**src/rtl/led_chase_ctrl.sv**
```systemverilog
// rtl/led_chase_ctrl.sv - prescaled wrap/bounce 3-bit LED chase index generator
// Optional manual STEP input enabled by defining LED_CHASE_STEP_EN.
module led_chase_ctrl #(
    parameter int               DIV_W   = 24,
    parameter logic [DIV_W-1:0] DIV_MAX = 24'd12499999
) (
    input  logic       CLK,
    input  logic       RST,
    input  logic       EN,
    input  logic       DIR,
    input  logic       MODE,
    input  logic       LOAD,
    input  logic [2:0] LOAD_VAL,
`ifdef LED_CHASE_STEP_EN
    input  logic       STEP,
`endif
    output logic [2:0] IDX,
    output logic       TICK,
    output logic       WRAP
);

    typedef enum logic {S_UP = 1'b0, S_DOWN = 1'b1} state_t;

    state_t           state_q, state_d;
    state_t           dir_eff;
    logic [DIV_W-1:0] cnt_q, cnt_d;
    logic [2:0]       idx_q, idx_d;
    logic             tick_q, tick_d;
    logic             wrap_q, wrap_d;
    logic             do_step;
    logic             manual_step;

`ifdef LED_CHASE_STEP_EN
    logic step_q, step_prev_q;

    // Manual steps only count while the prescaler is held off.
    assign manual_step = step_q & ~step_prev_q & ~EN;

    always_ff @(posedge CLK) begin
        if (RST) begin
            step_q      <= 1'b0;
            step_prev_q <= 1'b0;
        end else begin
            step_q      <= STEP;
            step_prev_q <= step_q;
        end
    end
`else
    assign manual_step = 1'b0;
`endif

    always_ff @(posedge CLK) begin
        if (RST) begin
            state_q <= S_UP;
            cnt_q   <= '0;
            idx_q   <= 3'd0;
            tick_q  <= 1'b0;
            wrap_q  <= 1'b0;
        end else begin
            state_q <= state_d;
            cnt_q   <= cnt_d;
            idx_q   <= idx_d;
            tick_q  <= tick_d;
            wrap_q  <= wrap_d;
        end
    end

    always_comb begin
        state_d = state_q;
        cnt_d   = cnt_q;
        idx_d   = idx_q;
        tick_d  = 1'b0;
        wrap_d  = 1'b0;
        do_step = 1'b0;
        // Wrap mode follows DIR immediately so a bounce->wrap switch re-syncs at once.
        dir_eff = MODE ? state_q : (DIR ? S_DOWN : S_UP);

        if (EN) begin
            if (cnt_q == DIV_MAX) begin
                cnt_d   = '0;
                do_step = 1'b1;
            end else begin
                cnt_d = cnt_q + {{(DIV_W-1){1'b0}}, 1'b1};
            end
        end
        if (manual_step)
            do_step = 1'b1;

        if (!MODE)
            state_d = dir_eff;

        if (do_step) begin
            tick_d = 1'b1;
            if (!MODE) begin
                if (dir_eff == S_UP) begin
                    idx_d  = idx_q + 3'd1;
                    wrap_d = (idx_q == 3'd7);
                end else begin
                    idx_d  = idx_q - 3'd1;
                    wrap_d = (idx_q == 3'd0);
                end
            end else if (state_q == S_UP) begin
                if (idx_q == 3'd7) begin
                    idx_d   = 3'd6;
                    state_d = S_DOWN;
                    wrap_d  = 1'b1;
                end else begin
                    idx_d = idx_q + 3'd1;
                end
            end else begin
                if (idx_q == 3'd0) begin
                    idx_d   = 3'd1;
                    state_d = S_UP;
                    wrap_d  = 1'b1;
                end else begin
                    idx_d = idx_q - 3'd1;
                end
            end
        end

        if (LOAD) begin
            idx_d   = LOAD_VAL;
            cnt_d   = '0;
            state_d = DIR ? S_DOWN : S_UP;
            tick_d  = 1'b0;
            wrap_d  = 1'b0;
        end
    end

    always_comb begin
        IDX  = idx_q;
        TICK = tick_q;
        WRAP = wrap_q;
    end

endmodule

```
**config.mk**
```make
export PLATFORM = sky130hd
export DESIGN_NAME = led_chase_ctrl
export DESIGN_NICKNAME = d
export VERILOG_FILES = /design/src/rtl/led_chase_ctrl.sv
export SDC_FILE = /design/constraint.sdc
export NUM_CORES = 1
export LEC_CHECK = 0
export ABC_AREA = 1
export BUFFER_PORTS_ARGS = -buffer_cell sky130_fd_sc_hd__buf_4
export CAP_MARGIN = 15
export CORE_MARGIN = 2
export CORE_UTILIZATION = 50
export DETAILED_ROUTE_END_ITERATION = 8
export PLACE_DENSITY = 0.68
export RECOVER_POWER = 100
export SYNTH_ARGS = -nofsm -noshare
export SYNTH_HDL_FRONTEND = slang
export SYNTH_SLANG_ARGS = --single-unit
```
**constraint.sdc**
```tcl
create_clock -name CLK -period 1.9 [get_ports CLK]
set_input_delay 0.095 -clock CLK [delete_from_list [all_inputs] [get_ports CLK]]
set_output_delay 0.095 -clock CLK [all_outputs]
set_load 0.02 [all_outputs]
```
==> key figures, run 1 <==
Timing
  – Min cycle time layout: 1.60 ns
  – Setup_tns: 0 ns
  – Setup-failing EPs final: 0
  – Slew HR: 80.2%
  – Final Cycle Share: 84.3%
  – Peak Freq: 624 MHz
  – Slew Limit Fails: 0
  – Worst-margin pin slew: 0.297 ns
  – Final Hold Vio Count: 0
  – RSZ-0062 raised after global routing: false
  – Worst Skew: 0.00634 ns

Synthesis
  – Yosys Warn Count: 0
  – Count leader, synth: nand2_1
  – Synth top cells by count: nand2_1 (58), nor2_1 (57), inv_1 (41)
  – Syn_area_per_cell: 6.71 µm²
  – Synth Register Bits: 30
  – Post-synth EDFFs: 0
  – Post-Syn Area: 1810 µm²
  – Share of flip-flops with an asynchronous set or reset: 0%
  – Largest cells by area after synthesis: dfxtp_1 (33%), nand2_1 (12%), nor2_1 (12%)
  – Synth top area share: 33.1%
  – Net count after synthesis: 285
  – Gate Count Post-Synth: 270
  – Unique cell type count in the Yosys netlist: 30
  – Dominant synthesized flop cell: dfxtp_1
  – Sequential area share after synthesis: 33.1%
  – Area leader, netlist: dfxtp_1

Placed design
  – Final HPWL DP: 2750 µm
  – Post-placement cell count: 328
  – Cell Area, Placed: 1960 µm²
  – GP Congestion: 0.820
  – Port bufs: 13

Setup path
  – Critical Path Source: cnt_q[0]
  – Reg-to-Reg Start: cnt_q[0]
  – Req. time, crit path: 2.13 ns
  – FF-to-FF setup slack: 0.30 ns
  – CP startpoint kind: flop
  – Crit path top cell by count: nand2_1
  – Worst EP arrival: 1.84 ns
  – CP Cell Sequence: ha_1 -> nand2_1 -> nor2_4 -> nand2_4 -> nor2_8 -> nand2_1 -> nor2_1 -> nand2_1 -> nand2_1 -> nor2_1
  – CP Capture Type: flop
  – Worst R2R Path Depth: 10
  – Slowest Stage Delay on Critical Path: 0.39 ns
  – CP max stage cell: dfxtp_1
  – Reg-to-reg endpoint: cnt_q[22]
  – Crit Path Category: flop to flop
  – Max Fanout on Critical Path: 8
  – Crit path capture: cnt_q[22]
  – Crit path buffers/inverters: 0
  – WP depth: 10
  – CP delay by family, top: simple AND/OR/NAND/NOR gates

Clock tree
  – Post-CTS setup buffer count: 0
  – Root Buffer: clkbuf_4
  – CTS tree: built
  – CTS clock-pin slew for the worst setup and hold paths: 0.09 ns
  – Max clock buf depth: 2
  – Clock Latency Late Sink: 0.33 ns
  – CTS H-tree lvls: 2
  – Num CTS Buffers: 5
  – Number of clock sinks: 30

Detailed routing
  – WL final: 3530 µm
  – DR vias/cell: 4.84
  – Via count: 1627
  – Final ANT Viol Nets: 0
  – DRT iter0 DRCs: 78
  – DRC: 0
  – Drt pass-1 iters: 7
  – Avg WL per Cell: 10.5 µm

Floorplanning
  – Boundary pin count: 14
  – Initial Util: 53.1%
  – Core ar.: 3420 µm²
  – Num rows: 21
  – Die height: 64.2 µm
  – Die width: 64.2 µm
  – Die area: 4120 µm²

GRT
  – Remaining Overflow, GRT: 0
  – Vias in the first global route: 1414
  – Initial antenna violation count: 0
  – Largest net degree at the start of global routing: 14
  – All-layer global routing usage: 19.2%
  – First-pass GRT wire length: 6080 µm

Finish
  – N_diodes: 0
  – Final Non-Filler Cells: 336
  – Share of layout cells above drive strength 1: 9.31%
  – Core Util, Final: 57.4%
  – Nets@finish: 305
  – Fin area: 1960 µm²
  – Area growth, synth to finish: 8.14%

Flow run
  – Max_cap viols: 0

Hold path
  – Worst Hold Class: input port to flop
  – Start point of the worst hold path: LOAD_VAL[1]

Power
  – Peak supply drop: 0.400 mV
  – Leak: 0.847 nW
  – Final Power: 1.11 mW
  – Pwr dens: 565 nW/µm²

Run status
  – Status: complete, no violations
## how the worst min path moves through the flow
stage	to	slack, ns	cells after the start
floorplan	IDX[0]	0.16	1
global route	state_q	0.02	3
CTS	IDX[1]	0.007	3
finish	IDX[1]	0.01	3
global placement	IDX[0]	0.30	2
detailed placement	IDX[0]	0.31	2
## per-stage QoR
step | setup WS (ns) | hold WS [ns]
2_1_floorplan | 0.407 | 0.164
4_1_cts | 0.352 | 0.00675
5_1_grt | 0.180 | 0.0245
3_5_place_dp | 0.358 | 0.306
6_report | 0.298 | 0.0138
3_3_place_gp | 0.364 | 0.297
## report_power, final
| group | leakage [nW] | total, mW | switching [mW] | internal, mW |
|---|---|---|---|---|
| Sequential | 0.243 | 0.645 | 0.00875 | 0.636 |
| Combinational | 0.573 | 0.113 | 0.0712 | 0.0418 |
| Clock | 0.0308 | 0.350 | 0.217 | 0.133 |
## cell usage in the layout (no fill, tap or decap), types with 6 or more instances in the layout
cell type / instances
inv_1: 41
xor2_1: 7
ha_1: 6
nand2_1: 61
dfxtp_1: 30
nand3_1: 15
buf_4: 8
nor2_1: 59
a21oi_1: 10
nor3_1: 10
## layout make-up
cell class                      count  area [µm²]
Fill cell                         346        1460
Multi-Input combinational cell    197        1010
Sequential cell                    30         601
Inverter                           42         158
Timing Repair Buffer               14        88.8
Tap cell                           46        57.6
Clock buffer                        5        37.5
Clock inverter                      2        10.0
## state kept, by name, indices dropped and copies added (netlist names)
register,count
cnt_q,24
WRAP,1
state_q,1
TICK,1
IDX,3
## kinds of logic after synthesis
kind of cell / synth area share (%)
adder cells (fa/ha/maj): 4.14
buffers and inverters: 9.32
XOR/XNOR: 4.83
AND/OR/NAND/NOR: 42.2
flip-flops: 33.1
AO/OA/AOI/OAI: 6.42
## worst reg2reg max path, stage by stage (launching register included)
cell and delay, ns:
dfxtp_1 0.39, ha_1 0.18, nand2_1 0.12, nor2_4 0.18
nand2_4 0.11, nor2_8 0.16, nand2_1 0.13, nor2_1 0.10
nand2_1 0.05, nand2_1 0.06, nor2_1 0.03
## metal layers
layer / track usage [%] / wire [µm]
met5: 0 / 0
met2: 30.1 / 1530
met3: 5.99 / 181
met1: 24.2 / 1740
met4: 8.78 / 76
## what timing repair did
item,in CTS,in global routing
hold endpoints to repair,1,0
gates resized for setup,0,0
hold buffers,1,0
No activity file was read; power rests on OpenSTA's default activity.
==> inputs of run 2 (changes only) <==
clock period = 1.55 ns   (was 1.9 ns; I/O delays follow)
==> run 2 against run 1 <==
Utilization is 4.9 points higher. Flip-flop and latch count stayed put. Die area is the same. Largest cell class unchanged. Highest routed layer unchanged. Sequential power grew 22%. Final cell count is 3.6% higher. Power up 31%. Critical path depth unchanged. Global-route usage grew 2.1 points. Critical endpoint unchanged. Worst setup slack got worse by 0.18 ns.
==> key figures, run 2 (synthesized netlist as in run 1, its figures left out) <==
Timing
  – RSZ-0062 raised after global routing: true
  – Setup_tns: 0 ns (unchanged)
  – Peak Freq: 697 MHz (+12%)
  – Worst-margin pin slew: 0.356 ns (+0.0598 ns)
  – Slew Limit Fails: 0 (unchanged)
  – Slew HR: 76.2% (-3.9 points)
  – Hold Slack: 0.0275 ns (+0.0136 ns)
  – Min cycle time layout: 1.43 ns (-0.167 ns)
  – Worst Skew: 0.0189 ns (+0.0126 ns)
  – Final Hold Vio Count: 0 (unchanged)
  – Final Cycle Share: 92.6% (+8.3 points)
  – Setup-failing EPs final: 0 (unchanged)

Finish
  – Area of the multi-input gates: 1090 µm² (+7.7%)
  – Nets@finish: 316 (+3.6%)
  – Filler cells: 332 (-4.0%)
  – Share of layout cells above drive strength 1: 16.6% (+7.2 points)
  – Max reg flops: 24 (unchanged)
  – Final Non-Filler Cells: 348 (+3.6%)
  – Area growth, synth to finish: 17.4%
  – N_diodes: 0 (unchanged)
  – Register Area: 601 µm² (unchanged)
  – Most frequent cells in the layout: nand2_1 (58), nor2_1 (53), inv_1 (40), dfxtp_1 (30), buf_4 (17)
  – Biggest register: cnt_q
  – Commonest non-fill, non-tap cell in the layout: nand2_1
  – Fin area: 2130 µm² (+8.6%)

Clock tree
  – CTS H-tree lvls: 2 (unchanged)
  – CTS clock-pin slew for the worst setup and hold paths: 0.09 ns (about the same)
  – Num CTS Buffers: 5 (unchanged)
  – CTS tree: built
  – Post-CTS setup buffer count: 0 (unchanged)
  – Max clock buf depth: 2 (unchanged)
  – Number of clock sinks: 30 (unchanged)
  – Clock Latency Late Sink: 0.34 ns (about the same)
  – Root Buffer: clkbuf_4

Detailed routing
  – Final ANT Viol Nets: 0 (unchanged)
  – Avg WL per Cell: 11.3 µm (+7.4%)
  – DRT iter0 DRCs: 92 (+18%)
  – DR vias/cell: 4.83 (-0.24%)
  – Drt pass-1 iters: 4 (-3)
  – WL final: 3930 µm (+11%)
  – Via count: 1681 (+3.3%)
  – DRC: 0 (unchanged)

Placed design
  – Post-placement cell count: 337 (+2.7%)
  – Port bufs: 13 (unchanged)
  – Cell Area, Placed: 2020 µm² (+3.5%)
  – Final HPWL DP: 2950 µm (+7.4%)
  – GP Congestion: 0.850 (+3.6%)

Flow run
  – Max_cap viols: 0 (unchanged)

Floorplanning
  – Die area: 4120 µm² (unchanged)
  – Die width: 64.2 µm (unchanged)
  – Boundary pin count: 14 (unchanged)
  – Num rows: 21 (unchanged)
  – Die height: 64.2 µm (unchanged)
  – Initial Util: 53.1% (unchanged)
  – Core ar.: 3420 µm² (unchanged)

GRT
  – Initial antenna violation count: 0 (unchanged)
  – First-pass GRT wire length: 6780 µm (+12%)
  – Vias in the first global route: 1608 (+14%)
  – Largest net degree at the start of global routing: 14 (unchanged)
  – Remaining Overflow, GRT: 0 (unchanged)
  – All-layer global routing usage: 21.3% (+2.1 points)

Hold path
  – Worst Hold Class: input port to flop
  – Start point of the worst hold path: LOAD
  – Hold-critical path depth: 3 (unchanged)
  – Hold EP: state_q

Setup path
  – CP delay by family, top: simple AND/OR/NAND/NOR gates
  – Reg-to-reg endpoint: cnt_q[22]
  – CP Capture Type: flop
  – FF-to-FF setup slack: 0.12 ns (-0.18 ns)
  – Worst R2R Path Depth: 10 (unchanged)
  – Req. time, crit path: 1.80 ns (-0.33 ns)
  – CP max stage cell: dfxtp_1
  – Reg-to-Reg Start: cnt_q[0]
  – Crit Path Category: flop to flop
  – Slowest Stage Delay on Critical Path: 0.35 ns (-0.04 ns)
  – CP startpoint kind: flop
  – Crit path top cell by count: nand2_4
  – Crit path buffers/inverters: 0 (unchanged)
  – CP Cell Sequence: ha_2 -> nand2_4 -> nor2_4 -> nand2_4 -> nor2_8 -> nand2_4 -> nor2_1 -> nand2_1 -> nand2_1 -> nor2_1
  – Max Fanout on Critical Path: 8 (unchanged)
  – Worst EP arrival: 1.68 ns (-0.16 ns)

Run status
  – Status: complete, no violations

Power
  – Pwr dens: 683 nW/µm² (+21%)
  – Leak: 0.932 nW (+10%)
  – Peak supply drop: 0.406 mV (+1.7%)
  – Final Power: 1.45 mW (+31%)
-- run 2: cell count changes in the layout (fill, tap and decap cells not counted), moves of 2 or more --
cell,delta
nand2_4,+2
o21ai_0,-2
nor2_2,+4
nand2_1,-3
o21ai_1,+2
nor2_1,-6
ha_2,+2
nand3_4,+2
ha_1,-2
nor2_4,+2
buf_4,+9
-- run 2: per-layer routing --
layer	vias to the layer above	global-route usage, %	wire length [µm]
met5	-	0	0
met3	5	4.75	203
li1	907	-	-
met4	0	10.4	57
met2	39	34.4	1740
met1	730	26.9	1930
-- run 2: layout make-up --
cell class                 instances  share of cell area, %
timing repair buffer              24                   7.82
tap                               46                   2.70
inverter                          42                   7.41
clock inverter                     1                  0.235
sequential                        30                   28.2
clock buffer                       7                   2.59
multi-input combinational        198                   51.0
-- run 2: what timing repair did --
item,in CTS,in global routing
setup endpoints to repair,0,20
hold buffers,2,0
endpoints found under the hold margin,2,0
resized for setup,0,11
-- run 2: worst reg2reg max path: stages (launching register included) --
cell and delay (ns):
dfxtp_1 0.35, ha_2 0.21, nand2_4 0.07, nor2_4 0.14, nand2_4 0.11, nor2_8 0.17, nand2_4 0.08, nor2_1 0.09
nand2_1 0.05, nand2_1 0.06, nor2_1 0.03
-- run 2: worst max-delay path by stage --
stage                            to  depth (start not counted)      from  slack, ns
after floorplan              IDX[2]                          9    IDX[1]       0.06
after global routing      cnt_q[22]                         10  cnt_q[1]     -0.004
after global placement    cnt_q[20]                         10  cnt_q[0]       0.09
after detailed placement  cnt_q[20]                         10  cnt_q[0]       0.06
final                     cnt_q[22]                         10  cnt_q[0]       0.12
after CTS                 cnt_q[20]                         10  cnt_q[0]       0.05
-- run 2: per-stage QoR --
stage	util, %	worst slack, ns
3_5_place_dp	59.3	0.0609
3_3_place_gp	59.3	0.0950
5_1_grt	62.3	-0.00424
4_1_cts	61.6	0.0488
2_1_floorplan	-	0.0567
6_report	62.3	0.115
-- run 2: report_power, final --
part	internal (mW)	leakage [nW]	total (mW)	switching, mW
logic	0.0687	0.654	0.175	0.106
clock network	0.219	0.0353	0.492	0.273
registers	0.780	0.243	0.786	0.00679
total	1.07	0.932	1.45	0.386
==> inputs of run 3 (changes only) <==
ABC_AREA = not set   (was 1)
CELL_PAD_IN_SITES_DETAIL_PLACEMENT = 1   (was not set)
CELL_PAD_IN_SITES_GLOBAL_PLACEMENT = 2   (was not set)
CORE_UTILIZATION = 36   (was 50)
PLACE_DENSITY = not set   (was 0.68)
PLACE_DENSITY_LB_ADDON = 0.1   (was not set)
==> run 3 against run 2 <==
The run now ends with negative setup slack left. Register-to-register slack lost 0.34 ns. Utilization fell by 5.2 points. Clock skew is 0.012 ns lower. Cell area grew 18%. First-iteration DRC count shrank 11%. Clock power increased by 35%. Fmax shrank 19%. Highest routed layer unchanged. Sequential share of layout area shrank 3.3 points. Global-route usage up 0.86 points.
==> key figures, run 3 <==
Run status
  – Status: finished with violations
  – Failing checks: negative setup slack

Timing
  – RSZ-0062 raised after global routing: true
  – Setup_tns: -3.92 ns (-3.92 ns)
  – Final Cycle Share: 114% (+22 points)
  – Setup ws final: -0.221 ns (-0.336 ns)
  – Slew Limit Fails: 0 (unchanged)
  – Slew HR: 67.7% (-8.5 points)
  – Worst Skew: 0.00726 ns (-0.0116 ns)
  – Setup-failing EPs final: 27 (+27)
  – Final Hold Vio Count: 0 (unchanged)
  – Hold Slack: 0.00598 ns (-0.0215 ns)
  – Min cycle time layout: 1.77 ns (+0.336 ns)
  – Worst-margin pin slew: 0.483 ns (+0.127 ns)
  – Peak Freq: 565 MHz (-19%)

Finish
  – Share of layout cells above drive strength 1: 44.7% (+28 points)
  – Fin area: 2520 µm² (+18%)
  – Core Util, Final: 57.1% (-5.2 points)
  – Commonest non-fill, non-tap cell in the layout: buf_4
  – Most frequent cells in the layout: buf_4 (51), nor2_1 (17), dfxtp_1 (15), dfxtp_2 (12), a21oi_1 (11)
  – Max reg flops: 24 (unchanged)
  – Biggest register: cnt_q
  – Area growth, synth to finish: 50.3%
  – Nets@finish: 271 (-14%)
  – N_diodes: 0 (unchanged)

Synthesis
  – Count leader, synth: dfxtp_1
  – Gate Count Post-Synth: 194 (-28%)
  – Synth top area share: 35.8% (+2.7 points)
  – Dominant synthesized flop cell: dfxtp_1
  – Syn_area_per_cell: 8.64 µm² (+29%)
  – Largest cells by area after synthesis: dfxtp_1 (36%), ha_1 (4.5%), nor2_1 (3.8%)
  – Net count after synthesis: 209 (-27%)
  – Synth top cells by count: dfxtp_1 (30), nor2_1 (17), a21oi_1 (12)
  – Unique cell type count in the Yosys netlist: 48 (+60%)
  – Sequential area share after synthesis: 35.8% (+2.7 points)
  – Share of flip-flops with an asynchronous set or reset: 0% (unchanged)
  – Post-synth EDFFs: 0 (unchanged)
  – Post-Syn Area: 1680 µm² (-7.6%)
  – Synth Register Bits: 30 (unchanged)
  – Area leader, netlist: dfxtp_1
  – Yosys Warn Count: 0 (unchanged)

GRT
  – Vias in the first global route: 1822 (+13%)
  – Remaining Overflow, GRT: 0 (unchanged)
  – First-pass GRT wire length: 8930 µm (+32%)
  – Largest net degree at the start of global routing: 25 (+11)
  – GR Util met2: 38.6% (+4.3 points)
  – GR peak layer: met2
  – Grt met1 use: 27.3% (+0.44 points)
  – GR Layer Usage met3: 4.17% (-0.59 points)
  – Initial antenna violation count: 0 (unchanged)
  – All-layer global routing usage: 22.2% (+0.86 points)

Detailed routing
  – DR vias/cell: 5.73 (+19%)
  – Avg WL per Cell: 18.1 µm (+60%)
  – WL final: 5580 µm (+42%)
  – Drt pass-1 iters: 4 (unchanged)
  – DRT iter0 DRCs: 82 (-11%)
  – Via count: 1771 (+5.4%)
  – Final ANT Viol Nets: 0 (unchanged)
  – DRC: 0 (unchanged)

Clock tree
  – CTS clock-pin slew for the worst setup and hold paths: 0.07 ns (-0.02 ns)
  – Hold_buf cts: 0 (-2)
  – Clock Latency Late Sink: 0.29 ns (-0.05 ns)
  – Max clock buf depth: 2 (unchanged)
  – CTS H-tree lvls: 2 (unchanged)
  – CTS tree: built
  – Num CTS Buffers: 5 (unchanged)
  – Number of clock sinks: 30 (unchanged)
  – Root Buffer: clkbuf_8

Setup path
  – Crit path top cell by count: or4_4
  – Worst EP arrival: 1.99 ns (+0.31 ns)
  – CP delay by family, top: simple AND/OR/NAND/NOR gates
  – Slowest Stage Delay on Critical Path: 0.62 ns (+0.27 ns)
  – FF-to-FF setup slack: -0.22 ns (-0.34 ns)
  – Max Fanout on Critical Path: 8 (unchanged)
  – Crit Path Category: flop to flop
  – Reg-to-Reg Start: cnt_q[14]
  – CP Cell Sequence: nand3_2 -> or4_4 -> or4_4 -> a21oi_1
  – CP max stage cell: or4_4
  – CP Capture Type: flop
  – CP startpoint kind: flop
  – Req. time, crit path: 1.77 ns (-0.03 ns)
  – Worst R2R Path Depth: 4 (-6)
  – Crit path buffers/inverters: 0 (unchanged)
  – Reg-to-reg endpoint: cnt_q[19]

Hold path
  – Worst Hold Class: input port to flop
  – Hold EP: IDX[2]
  – Hold-critical path depth: 3 (unchanged)
  – Start point of the worst hold path: LOAD_VAL[2]

Flow run
  – Max_cap viols: 0 (unchanged)

Power
  – Peak supply drop: 0.473 mV (+16%)
  – Leak: 0.922 nW (-0.99%)
  – Pwr dens: 646 nW/µm² (-5.4%)

Floorplanning
  – Num rows: 24 (+14%)
  – Core ar.: 4410 µm² (+29%)
  – Die area: 5220 µm² (+26%)
  – Die height: 72.2 µm (+12%)
  – Initial Util: 38.0% (-15 points)
  – Die width: 72.2 µm (+12%)
  – Boundary pin count: 14 (unchanged)

Placed design
  – Port bufs: 13 (unchanged)
  – Cell Area, Placed: 2160 µm² (+6.7%)
  – GP Congestion: 0.861 (+1.4%)
  – Setup WS pre-CTS: -0.253 ns (-0.314 ns)
  – Final HPWL DP: 3850 µm (+30%)
[run 3: cell count changes after synthesis, sizes merged, moves of 5 or more]
| cell | before | now |
|---|---|---|
| and4 | 0 | 7 |
| inv | 42 | 7 |
| nand2 | 63 | 10 |
| nand3 | 18 | 13 |
| nand4 | 4 | 9 |
| nor2 | 63 | 17 |
| nor3 | 10 | 3 |
| o31ai | 0 | 5 |
| or3 | 0 | 6 |
| or4 | 0 | 6 |
[run 3: per-stage QoR]
step / power (mW) / instances
after floorplan: 0.891 / 194
after global placement: 0.949 / 290
after detailed placement: 0.961 / 290
after CTS: 1.64 / 305
after global routing: 1.70 / 309
final: 1.63 / 309
[run 3: cell type report]
| class | instances | area [µm²] |
|---|---|---|
| fill | 519 | 1900 |
| multi-input combinational | 150 | 1190 |
| sequential | 30 | 627 |
| timing repair buffer | 62 | 509 |
| clock buffer | 7 | 86.3 |
| tap | 52 | 65.1 |
| inverter | 7 | 31.3 |
| clock inverter | 1 | 5.00 |
[run 3: logic make-up (layout without fill, tap and decap cells)]
kind of cell             after synthesis  count (layout)  synth area share, %
AO/OA/AOI/OAI                         37              37                 14.4
AND/OR/NAND/NOR                       91              91                 32.5
multiplexers                           3               3                 1.79
flip-flops                            30              30                 35.8
XOR/XNOR                              13              13                 6.80
adder cells (fa/ha/maj)                6               6                 4.48
buffers and inverters                 14              77                 4.18
[run 3: worst max-delay path by stage]
stage,startpoint,end,slack (ns),depth (start not counted)
finish,cnt_q[14],cnt_q[19],-0.22,4
global route,cnt_q[13],cnt_q[21],-0.30,4
CTS,cnt_q[5],cnt_q[19],-0.16,4
detailed placement,cnt_q[8],WRAP,-0.25,5
global placement,cnt_q[8],WRAP,-0.15,5
floorplan,cnt_q[4],cnt_q[22],-0.15,5
[run 3: what timing repair did]
item / in CTS / in global routing
setup endpoints to repair: 30 / 30
buffers inserted: 7 / 4
pin swaps: 9 / 8
gates resized for setup: 30 / 15
[run 3: per-layer routing]
metal | vias up | share of wire (%)
li1 | 848 | -
met1 | 881 | 43
met2 | 31 | 53
met3 | 11 | 2.3
met4 | 0 | 2.0
met5 | - | 0
[run 3: worst min-delay path: cells and delay by family]
kind,cells,cell delay (ns)
buffers and inverters,1,0.08
and+or+nand+nor,2,0.11
[run 3: where the power goes]
part	internal [mW]	switching [mW]	leakage (nW)
clock	0.358	0.306	0.0482
combinational	0.0844	0.0887	0.623
sequential	0.774	0.0148	0.251
